[src/rtl/countdown_ctrl_pkg.sv]
// Shared definitions for the two-digit BCD countdown sequencer.
//   - state_t     : sequencer state encoding (3 bits)
//   - DIGIT_W     : width of one BCD digit
//   - DIGIT_MAX   : largest legal digit value, also the borrow reload value
//   - clamp_digit : limits a preset nibble to DIGIT_MAX
package countdown_ctrl_pkg;

    localparam int DIGIT_W = 4;
    localparam logic [DIGIT_W-1:0] DIGIT_MAX = 4'd9;

    typedef enum logic [2:0] {
        ST_IDLE  = 3'd0,
        ST_LOAD  = 3'd1,
        ST_RUN   = 3'd2,
        ST_PAUSE = 3'd3,
        ST_ALARM = 3'd4
    } state_t;

    // Switch settings above 9 are not BCD; they load as 9.
    function automatic logic [DIGIT_W-1:0] clamp_digit(input logic [DIGIT_W-1:0] v);
        return (v > DIGIT_MAX) ? DIGIT_MAX : v;
    endfunction

endpackage

[src/rtl/countdown_ctrl_btn_edge.sv]
// Button conditioner: 2-FF synchroniser followed by a rising-edge detector.
// Ports:
//   CLOCK  in  system clock, rising edge
//   RESET  in  asynchronous active-high reset
//   btn    in  raw asynchronous button level
//   pulse  out one-cycle pulse per press, high in the cycle after the
//              second synchroniser stage first sees the button high
module btn_edge (
    input  logic CLOCK,
    input  logic RESET,
    input  logic btn,
    output logic pulse
);

    logic sync1;
    logic sync2;
    logic prev;

    always_ff @(posedge CLOCK or posedge RESET) begin
        if (RESET) begin
            sync1 <= 1'b0;
            sync2 <= 1'b0;
            prev  <= 1'b0;
        end else begin
            sync1 <= btn;
            sync2 <= sync1;
            prev  <= sync2;
        end
    end

    // Driven only by flops, so the pulse is clean; a held button yields one pulse.
    assign pulse = sync2 & ~prev;

endmodule

[src/rtl/countdown_ctrl.sv]
// Two-digit BCD countdown sequencer. Loads two external down-counter digits
// from the preset switches, issues decrement / borrow-reload pulses once per
// prescaled tick, and raises a timed alarm when the count reaches 00.
// Ports:
//   CLOCK, RESET     clock (rising edge), asynchronous active-high reset
//   START, STOP      raw buttons (asynchronous levels)
//   RSW0, RSW1       preset switches, ones / tens
//   CNT0, CNT1       current digit values read back from the counters
//   LD[1:0]          one-cycle load pulse per digit, value on LDV0/LDV1
//   DEC[1:0]         one-cycle decrement pulse per digit
//   RUNNING, ALARM   status levels
// All outputs are registered.
//
// state    | meaning
// ---------+-------------------------------------------------------------
// ST_IDLE  | outputs low, prescaler cleared, waiting for START
// ST_LOAD  | single cycle, LD=11 with clamped presets on the bus
// ST_RUN   | prescaler running, one digit action per tick
// ST_PAUSE | prescaler frozen; START resumes, STOP abandons to IDLE
// ST_ALARM | ALARM high for ALARM_TICKS ticks or until a button press
module countdown_ctrl
    import countdown_ctrl_pkg::*;
#(
    parameter int TICK_DIV    = 50000000,
    parameter int ALARM_TICKS = 10
) (
    input  logic               CLOCK,
    input  logic               RESET,
    input  logic               START,
    input  logic               STOP,
    input  logic [DIGIT_W-1:0] RSW0,
    input  logic [DIGIT_W-1:0] RSW1,
    input  logic [DIGIT_W-1:0] CNT0,
    input  logic [DIGIT_W-1:0] CNT1,
    output logic [1:0]         LD,
    output logic [DIGIT_W-1:0] LDV0,
    output logic [DIGIT_W-1:0] LDV1,
    output logic [1:0]         DEC,
    output logic               RUNNING,
    output logic               ALARM
);

    localparam int PRE_W = $clog2(TICK_DIV);
    localparam int ALM_W = $clog2(ALARM_TICKS + 1);
    localparam logic [PRE_W-1:0] PRE_LAST = PRE_W'(TICK_DIV - 1);
    localparam logic [ALM_W-1:0] ALM_LAST = ALM_W'(ALARM_TICKS - 1);

    state_t state;
    state_t state_nxt;

    logic start_p;
    logic stop_p;

    logic [PRE_W-1:0] pre_cnt;
    logic             tick;

    logic [ALM_W-1:0] alarm_cnt;
    logic             alarm_clr;
    logic             alarm_inc;

    logic [1:0]         ld_nxt;
    logic [1:0]         dec_nxt;
    logic [DIGIT_W-1:0] ldv0_nxt;
    logic [DIGIT_W-1:0] ldv1_nxt;

    btn_edge u_start (
        .CLOCK (CLOCK),
        .RESET (RESET),
        .btn   (START),
        .pulse (start_p)
    );

    btn_edge u_stop (
        .CLOCK (CLOCK),
        .RESET (RESET),
        .btn   (STOP),
        .pulse (stop_p)
    );

    assign tick = (pre_cnt == PRE_LAST) && ((state == ST_RUN) || (state == ST_ALARM));

    // Prescaler: free-runs in RUN/ALARM, holds in PAUSE so a resume keeps
    // the partial period, and restarts from zero otherwise.
    always_ff @(posedge CLOCK or posedge RESET) begin
        if (RESET) begin
            pre_cnt <= '0;
        end else begin
            case (state)
                ST_RUN, ST_ALARM: pre_cnt <= tick ? '0 : pre_cnt + PRE_W'(1);
                ST_PAUSE:         pre_cnt <= pre_cnt;
                default:          pre_cnt <= '0;
            endcase
        end
    end

    always_ff @(posedge CLOCK or posedge RESET) begin
        if (RESET) begin
            alarm_cnt <= '0;
        end else if (alarm_clr) begin
            alarm_cnt <= '0;
        end else if (alarm_inc) begin
            alarm_cnt <= alarm_cnt + ALM_W'(1);
        end
    end

    always_comb begin
        state_nxt = state;
        ld_nxt    = 2'b00;
        dec_nxt   = 2'b00;
        ldv0_nxt  = '0;
        ldv1_nxt  = '0;
        alarm_clr = 1'b0;
        alarm_inc = 1'b0;

        case (state)
            ST_IDLE: begin
                // The load pulse is registered on entry so it is visible
                // during the LOAD cycle and the counters take it at its end.
                if (start_p && !stop_p) begin
                    state_nxt = ST_LOAD;
                    ld_nxt    = 2'b11;
                    ldv0_nxt  = clamp_digit(RSW0);
                    ldv1_nxt  = clamp_digit(RSW1);
                end
            end

            ST_LOAD: begin
                state_nxt = ST_RUN;
            end

            ST_RUN: begin
                if (stop_p) begin
                    state_nxt = ST_PAUSE;
                end else if (tick) begin
                    if (CNT0 != '0) begin
                        dec_nxt = 2'b01;
                    end else if (CNT1 != '0) begin
                        // Borrow: ones digit reloads to 9 while tens steps down.
                        ld_nxt   = 2'b01;
                        ldv0_nxt = DIGIT_MAX;
                        dec_nxt  = 2'b10;
                    end else begin
                        state_nxt = ST_ALARM;
                        alarm_clr = 1'b1;
                    end
                end
            end

            ST_PAUSE: begin
                if (stop_p) begin
                    state_nxt = ST_IDLE;
                end else if (start_p) begin
                    state_nxt = ST_RUN;
                end
            end

            ST_ALARM: begin
                if (start_p || stop_p) begin
                    state_nxt = ST_IDLE;
                end else if (tick) begin
                    if (alarm_cnt == ALM_LAST) begin
                        state_nxt = ST_IDLE;
                    end else begin
                        alarm_inc = 1'b1;
                    end
                end
            end

            default: begin
                state_nxt = ST_IDLE;
            end
        endcase
    end

    always_ff @(posedge CLOCK or posedge RESET) begin
        if (RESET) begin
            state   <= ST_IDLE;
            LD      <= 2'b00;
            DEC     <= 2'b00;
            LDV0    <= '0;
            LDV1    <= '0;
            RUNNING <= 1'b0;
            ALARM   <= 1'b0;
        end else begin
            state   <= state_nxt;
            LD      <= ld_nxt;
            DEC     <= dec_nxt;
            LDV0    <= ldv0_nxt;
            LDV1    <= ldv1_nxt;
            RUNNING <= (state_nxt == ST_RUN);
            ALARM   <= (state_nxt == ST_ALARM);
        end
    end

endmodule

[config.mk]
export PLATFORM = sky130hd
export DESIGN_NAME = countdown_ctrl
export DESIGN_NICKNAME = d
export VERILOG_FILES = /design/src/rtl/countdown_ctrl_pkg.sv /design/src/rtl/countdown_ctrl_btn_edge.sv /design/src/rtl/countdown_ctrl.sv
export SDC_FILE = /design/constraint.sdc
export NUM_CORES = 1
export LEC_CHECK = 0
export CAP_MARGIN = 20
export CORE_UTILIZATION = 30
export CTS_BUF_LIST = sky130_fd_sc_hd__clkbuf_8
export CTS_CLUSTER_SIZE = 40
export DETAILED_ROUTE_END_ITERATION = 12
export PLACE_DENSITY = 0.59
export SLEW_MARGIN = 10
export SYNTH_ARGS = -nofsm -noshare
export SYNTH_HDL_FRONTEND = slang
export SYNTH_SLANG_ARGS = --single-unit
[constraint.sdc]
create_clock -name CLOCK -period 5.1 [get_ports CLOCK]
set_input_delay 0.765 -clock CLOCK [delete_from_list [all_inputs] [get_ports CLOCK]]
set_output_delay 0.765 -clock CLOCK [all_outputs]
set_load 0.03 [all_outputs]
==> results of run 1 <==
==> final timing paths <==
path                                   start      endpoint  slack, ns  cells past startpoint
worst max-delay path              pre_cnt[1]   pre_cnt[12]       2.63                      6
worst min-delay path            u_stop.sync1  u_stop.sync2       0.36                      0
worst max register to register    pre_cnt[1]   pre_cnt[12]       2.63                      6
worst min register to register  u_stop.sync1  u_stop.sync2       0.36                      0
max in group asynchronous              RESET   pre_cnt[21]       3.75                      3
min in group asynchronous              RESET        DEC[1]       0.80                      2
==> routing by layer <==
layer | vias up | track usage | part of all wire
li1 | 961 | - | -
met3 | 9 | 0.0250 | 0.020
met5 | - | 0 | 0
met2 | 20 | 0.213 | 0.46
met4 | 0 | 0.0492 | 0.020
met1 | 950 | 0.175 | 0.50
==> cells by family after synthesis <==
| group | after synthesis | share of synthesized area |
|---|---|---|
| and+or+nand+nor | 136 | 0.301 |
| DFF | 53 | 0.516 |
| AOI/OAI and AO/OA | 25 | 0.0589 |
| xor gates and xnor gates | 24 | 0.0818 |
| buffers and inverters | 16 | 0.0282 |
| adders and majority gates | 3 | 0.0146 |
==> synthesized netlist by cell type, types with 4 or more instances <==
cell type | count | area [sq um]
dfrtp_1 | 53 | 1330
nor2_1 | 32 | 120
nand2_1 | 24 | 90.1
nand4_1 | 13 | 81.3
xnor2_1 | 13 | 114
xor2_1 | 11 | 96.3
nor4_1 | 10 | 62.6
o21ai_0 | 10 | 50.1
inv_1 | 8 | 30.0
nand3_1 | 8 | 40.0
nor3_1 | 7 | 35.0
a21oi_1 | 6 | 30.0
and2_1 | 6 | 37.5
and4_1 | 5 | 43.8
and3_1 | 4 | 25.0
buf_2 | 4 | 20.0
nand3b_1 | 4 | 30.0
==> layout make-up <==
type / instances / area, sq um
clock inverter: 3 / 42.5
multi-input combinational: 188 / 1170
fill: 828 / 5140
clock buffer: 5 / 68.8
timing repair buffer: 34 / 350
sequential: 53 / 1330
inverter: 8 / 30.0
tap: 105 / 131
==> stage by stage <==
| stage | instance area, sq um | power (mW) | hold WS (ns) | util |
|---|---|---|---|---|
| 6_report | 3120 | 0.986 | 0.355 | 0.378 |
| 4_1_cts | 3120 | 0.998 | 0.359 | 0.378 |
| 5_1_grt | 3120 | 1.05 | 0.374 | 0.378 |
| 3_3_place_gp | 2990 | 0.706 | 0.332 | 0.362 |
| 2_1_floorplan | 2570 | 0.642 | 0.331 | - |
| 3_5_place_dp | 3010 | 0.714 | 0.336 | 0.365 |
==> power breakdown <==
part	internal (mW)	switching, mW	leakage [nW]	total (mW)
clock network	0.145	0.138	0.0595	0.283
registers	0.450	0.0346	0.694	0.484
logic	0.0732	0.146	0.573	0.219
==> critical path, delay by kind of cell (launching register included) <==
kind / cells / cell delay (ns)
flops: 1 / 0.37
simple gates: 3 / 0.66
fa+ha+maj: 1 / 0.27
compound gates: 2 / 1.00
==> flip-flops by register name (all words and copies together), names as in the netlist, 2 cells and up <==
signal,count
LDV0,4
LD,2
pre_cnt,26
state,3
alarm_cnt,4
LDV1,4
DEC,2
==> impl_metrics.ini, run 1 <==
[run_status]
run_status = finished clean

[cts]
cts.hold.buffers_added = 0
cts_resized = 0
clock_path_buffers = 2
cts_setup_buffers = 0
cts_tree = built
htreeDepth = 2
cts_sinks = 53
clockRootBuffer = clkbuf_8
path_clk_slew_ns = 0.09
numCtsBuffers = 5
clkLatencyLatePin_ns = 0.31

[critical_path]
cp-end-kind = flip-flop
crit_path_start_kind = flip-flop
cp_cell_sequence = ha_1 > and3b_1 > nand4_1 > or2_1 > o21ai_2 > o21ai_0
slowest_stage = o21ai_2
crit_fanout = 24
max_stage_delay_ns = 0.79
critPathRequiredTime_ns = 5.25
cp_data_arrival_time_ns = 2.63
critical_path_class = flip-flop to flip-flop

[layout]
layout_commonest_cell = dfrtp_1
drive_gt1_frac = 0.0584
finalNetCount = 313
final_cells = 396
final_cell_mix = dfrtp_1, clkdlybuf4s50_1, nor2_1
insertedDiodeCount = 0
syn2layout_area_growth_pct = 21.4

[drt]
dr.pass1.iters = 4
drc = 0
via_per_inst = 4.90
drt_iter0_drc = 121
postRouteWirelength_mm = 5.20
ant_nets = 0
post_drt_wl_per_cell_microns = 13.1
num_vias = 1940

[synthesis]
async_flop_share = 1.00
synth_edf_count = 0
syn_area_per_cell_sq_um = 10.0
seq_area_frac_synth = 0.516
synthCells = 257
synth_nets = 280
netlist-cell-type-count = 41
syn_area_sq_um = 2570
yosys_warnings = 0
ys_ff_latch = 53
synth_ff_type = dfrtp_1

[place]
routabilityCongestion = 0.784
pre_cts_slack_ns = 2.54
post-dp-hpwl_mm = 3.82
portBuffers = 33
dp.cells = 388

[timing]
min_period_ns = 2.47
setup_viol = 0
worst_pin_slew_ns = 0.992
setup_ws_ns = 2.63
final-max-slew-violation-count = 0
timing.final.crit_share = 0.485
maxSlewHeadroom = 0.338
clock_skew_ns = 0.00643
rsz0062_at_grt = false
finalHoldViolCount = 0
tns_ns = 0
max_freq_mhz = 405

[global_routing]
grt_max_degree = 31
grt_usage = 0.132
grt_pass1_vias = 1929
grt_antenna_before_repair = 0
grt_pass1_wl_mm = 9.25
grt-ovfl-total = 0

[floorplanning]
rows = 33
fp.dieH_microns = 94.6
dieWidth_microns = 94.6
num_io_pins = 34
dieArea_sq_um = 8950
start_util = 0.311
core_sq_um = 8260

[worst_hold_path]
hp-class = flip-flop to flip-flop

[power]
peakVddDrop_mv = 0.0981
p_leak_nw = 1.33
powerDensity_nw_per_um2 = 316

[flow_run]
maxCapViolCount = 0
No activity file was read; power rests on OpenSTA's default activity.
==> run 2: changes to the inputs <==
==> constraint.sdc (replaced) <==
create_clock -name CLOCK -period 2.35 [get_ports CLOCK]
set_input_delay 0.3525 -clock CLOCK [delete_from_list [all_inputs] [get_ports CLOCK]]
set_output_delay 0.3525 -clock CLOCK [all_outputs]
set_load 0.03 [all_outputs]
==> impl_metrics.ini, run 2 (same netlist as run 1, synthesis figures left out) <==
[run_status]
run_status = finished clean

[timing]
worst_pin_slew_ns = 0.484
finalHoldViolCount = 0
rsz0062_at_grt = false
max_freq_mhz = 475
setup_viol = 0
maxSlewHeadroom = 0.673
clock_skew_ns = 0.0104
tns_ns = 0
final-max-slew-violation-count = 0
min_period_ns = 2.10
timing.final.crit_share = 0.896

[drt]
post_drt_wl_per_cell_microns = 13.2
drt_iter0_drc = 121
num_vias = 1974
dr.pass1.iters = 4
ant_nets = 0
drc = 0
via_per_inst = 4.91
postRouteWirelength_mm = 5.29

[cts]
clockRootBuffer = clkbuf_8
htreeDepth = 2
clkLatencyLatePin_ns = 0.31
cts_resized = 0
path_clk_slew_ns = 0.10
cts_sinks = 53
cts_setup_buffers = 0
cts_tree = built
cts.hold.buffers_added = 0
numCtsBuffers = 5
clock_path_buffers = 2

[global_routing]
grt_pass1_wl_mm = 9.34
grt_antenna_before_repair = 0
grt_usage = 0.133
grt-ovfl-total = 0
grt_pass1_vias = 1899
grt_max_degree = 25

[power]
clock_power_share = 0.289
p_int_mw = 1.50
power.total_mw = 2.21
switching_power_mw = 0.713
power_frac_seq = 0.459
peakVddDrop_mv = 0.419
p_leak_nw = 1.35
swShare = 0.323
p_comb_frac = 0.252
powerDensity_nw_per_um2 = 699

[layout]
insertedDiodeCount = 0
drive_gt1_frac = 0.0808
layout_commonest_cell = dfrtp_1
final_cell_mix = dfrtp_1, clkdlybuf4s50_1, nor2_1
finalNetCount = 319
post-route-util = 0.383
top_register = pre_cnt
fill_cells = 838
final_cells = 402
syn2layout_area_growth_pct = 22.9
largest_reg_flops = 26
fin_area_sq_um = 3160

[place]
dp.cells = 394
routabilityCongestion = 0.820
post-dp-hpwl_mm = 3.91
portBuffers = 33
dpl_cell_area_sq_um = 3040

[critical_path]
critical_path_class = flip-flop to flip-flop
crit_path_start_kind = flip-flop
crit_fanout = 7
cp-end-kind = flip-flop
cp_data_arrival_time_ns = 2.36
critPathRequiredTime_ns = 2.60
r2r_slack_ns = 0.25

[floorplanning]
fp.dieH_microns = 94.6
num_io_pins = 34
rows = 33
core_sq_um = 8260
dieWidth_microns = 94.6
start_util = 0.311
dieArea_sq_um = 8950

[flow_run]
maxCapViolCount = 0

[worst_hold_path]
hp-class = input pin to asynchronous set/reset pin
==> run 2: cell count changes in the layout (fill, tap and decap cells not counted), sizes merged <==
cell / delta
buf: +6
inv: +1
clkinv: -1
==> run 2: worst max-delay path: stages (launching register included) <==
cell,delay [ns]
dfrtp_1,0.47
nor4_2,0.38
nand4_1,0.18
or2_1,0.35
or4_4,0.59
nand2_1,0.08
==> run 2: worst paths after layout <==
check                                   start       endpoint  cells after the start
worst max-delay path              pre_cnt[11]          LD[0]                      5
worst min-delay path                    RESET    pre_cnt[17]                      2
worst max register to register    pre_cnt[11]          LD[0]                      5
worst min register to register  u_start.sync1  u_start.sync2                      0
max in group asynchronous               RESET       state[0]                      3
min in group CLOCK              u_start.sync1  u_start.sync2                      0
==> run 2: area by class of cell <==
type	count	area (sq um)	share of cell area
clock buffer	5	68.8	0.0218
inverter	8	30.0	0.00950
clock inverter	3	47.5	0.0150
sequential	53	1330	0.420
multi-input combinational	188	1170	0.371
tap	105	131	0.0416
timing repair buffer	40	383	0.121
==> run 2: layer usage <==
metal | track usage | vias up | wire (microns) | share of wire
li1 | - | 975 | - | -
met1 | 0.186 | 971 | 2590 | 0.49
met2 | 0.210 | 26 | 2520 | 0.48
met3 | 0.0266 | 2 | 134 | 0.025
met4 | 0.0341 | 0 | 42 | 0.0079
met5 | 0 | - | 0 | 0
==> run 2: metrics by stage <==
| step | hold WS, ns | worst slack (ns) |
|---|---|---|
| floorplan | 0.331 | 0.463 |
| global placement | 0.334 | 0.277 |
| detailed placement | 0.335 | 0.272 |
| CTS | 0.358 | 0.253 |
| global route | 0.363 | 0.126 |
| finish | 0.343 | 0.246 |
==> run 2: power groups by stage <==
stage	Sequential [mW]	Combinational, mW	Clock [mW]
final	1.01	0.558	0.638
after global routing	1.02	0.625	0.697
after CTS	1.01	0.562	0.658
after detailed placement	1.03	0.558	0
after global placement	1.03	0.553	0
after floorplan	1.05	0.339	0
==> run 3: changes to the inputs <==
--- a/config.mk
+++ b/config.mk
@@ -6,11 +6,13 @@
 export NUM_CORES = 1
 export LEC_CHECK = 0
 export CAP_MARGIN = 20
+export CORE_MARGIN = 3
 export CORE_UTILIZATION = 30
 export CTS_BUF_LIST = sky130_fd_sc_hd__clkbuf_8
 export CTS_CLUSTER_SIZE = 40
 export DETAILED_ROUTE_END_ITERATION = 12
 export PLACE_DENSITY = 0.59
+export RECOVER_POWER = 100
 export SLEW_MARGIN = 10
 export SYNTH_ARGS = -nofsm -noshare
 export SYNTH_HDL_FRONTEND = slang
==> impl_metrics.ini, run 3 (same netlist as run 1, synthesis figures left out) <==
[run_status]
run_status = finished clean

[timing]
worst_pin_slew_ns = 1.21
setup_viol = 0
max_freq_mhz = 473
clock_skew_ns = 0.00587
final-max-slew-violation-count = 0
rsz0062_at_grt = false
min_period_ns = 2.11
finalHoldViolCount = 0
timing.final.crit_share = 0.899
tns_ns = 0
maxSlewHeadroom = 0.192

[worst_hold_path]
holdPathStages = 0
hp-class = flip-flop to flip-flop
hold_path_end = u_stop.sync2
hold_start = u_stop.sync1

[layout]
largest_reg_flops = 26
layout_commonest_cell = dfrtp_1
post-route-util = 0.382
fill_cells = 827
finalNetCount = 317
drive_gt1_frac = 0.0678
top_register = pre_cnt
syn2layout_area_growth_pct = 22.7
final_cell_mix = dfrtp_1, nor2_1, nand2_1
insertedDiodeCount = 0
fin_area_sq_um = 3160

[cts]
cts_sinks = 53
htreeDepth = 2
numCtsBuffers = 5
cts_resized = 0
cts_setup_buffers = 0
clock_path_buffers = 2
cts_tree = built
cts.hold.buffers_added = 0
clkLatencyLatePin_ns = 0.30
clockRootBuffer = clkbuf_8
path_clk_slew_ns = 0.09

[critical_path]
timing.rr.start = pre_cnt[16]
reg2reg_depth = 5
critical_path_class = flip-flop to flip-flop
r2r_end = LD[0]
cp_data_arrival_time_ns = 2.35
critPathRequiredTime_ns = 2.59
cp-end-kind = flip-flop
crit_path_start_kind = flip-flop
r2r_slack_ns = 0.24
crit_fanout = 8

[floorplanning]
fp.dieH_microns = 98.6
dieArea_sq_um = 9720
start_util = 0.311
num_io_pins = 34
core_sq_um = 8260
dieWidth_microns = 98.6
rows = 33

[drt]
post_drt_wl_per_cell_microns = 13.0
dr.pass1.iters = 4
postRouteWirelength_mm = 5.21
ant_nets = 0
num_vias = 1953
via_per_inst = 4.88
drc = 0
drt_iter0_drc = 46

[global_routing]
grt_pass1_vias = 1963
grt-ovfl-total = 0
grt_usage = 0.116
grt_antenna_before_repair = 0
grt_pass1_wl_mm = 9.27
grt_max_degree = 31

[power]
peakVddDrop_mv = 0.283
p_leak_nw = 1.39
power.total_mw = 2.25
powerDensity_nw_per_um2 = 713

[place]
post-dp-hpwl_mm = 3.95
portBuffers = 33
routabilityCongestion = 0.756
dpl_cell_area_sq_um = 3030

[flow_run]
maxCapViolCount = 0
[run 3: cell types whose count changed in the layout (fill, tap and decap cells not counted), moves of 2 or more]
| cell | change |
|---|---|
| clkdlybuf4s50_1 | -17 |
| dlygate4sd3_1 | +17 |
| buf_4 | -4 |
| inv_6 | -2 |
[run 3: worst max path at each step]
stage / start / to / depth (start not counted)
after CTS: pre_cnt[16] / LD[0] / 5
after global routing: pre_cnt[0] / LDV0[0] / 6
after detailed placement: CNT0[1] / LD[0] / 5
final: pre_cnt[16] / LD[0] / 5
after global placement: CNT0[1] / LD[0] / 5
after floorplan: pre_cnt[11] / LD[0] / 6
[run 3: cell type report]
type | instances | area (sq um) | area share
sequential | 53 | 1330 | 0.420
multi-input combinational | 188 | 1170 | 0.372
timing repair buffer | 38 | 362 | 0.115
tap | 105 | 131 | 0.0416
clock buffer | 5 | 68.8 | 0.0218
clock inverter | 3 | 65.1 | 0.0206
inverter | 8 | 30.0 | 0.00952
[run 3: layer usage]
metal / track usage / routed length (microns) / vias to the layer above
li1: - / - / 975
met1: 0.153 / 2350 / 934
met2: 0.184 / 2520 / 34
met3: 0.0241 / 194 / 10
met4: 0.0515 / 133 / 0
met5: 0 / 0 / -
[run 3: per-stage QoR]
step / cells / hold slack, ns / setup slack (ns)
6_report: 400 / 0.356 / 0.238
4_1_cts: 400 / 0.359 / 0.277
3_5_place_dp: 392 / 0.337 / 0.250
2_1_floorplan: 257 / 0.331 / 0.463
3_3_place_gp: 392 / 0.334 / 0.281
5_1_grt: 400 / 0.373 / 0.0805
[run 3: critical path: stages, from the launching register on]
cell and delay (ns):
dfrtp_1 0.47, nor4b_2 0.37, nand4_1 0.15, or2_0 0.37, or4_4 0.61, nand2_1 0.08
[run 3: power breakdown]
| part | total [mW] | internal [mW] | switching [mW] |
|---|---|---|---|
| Sequential | 1.05 | 0.976 | 0.0758 |
| Combinational | 0.487 | 0.177 | 0.310 |
| Clock | 0.711 | 0.423 | 0.288 |
| Total | 2.25 | 1.58 | 0.674 |
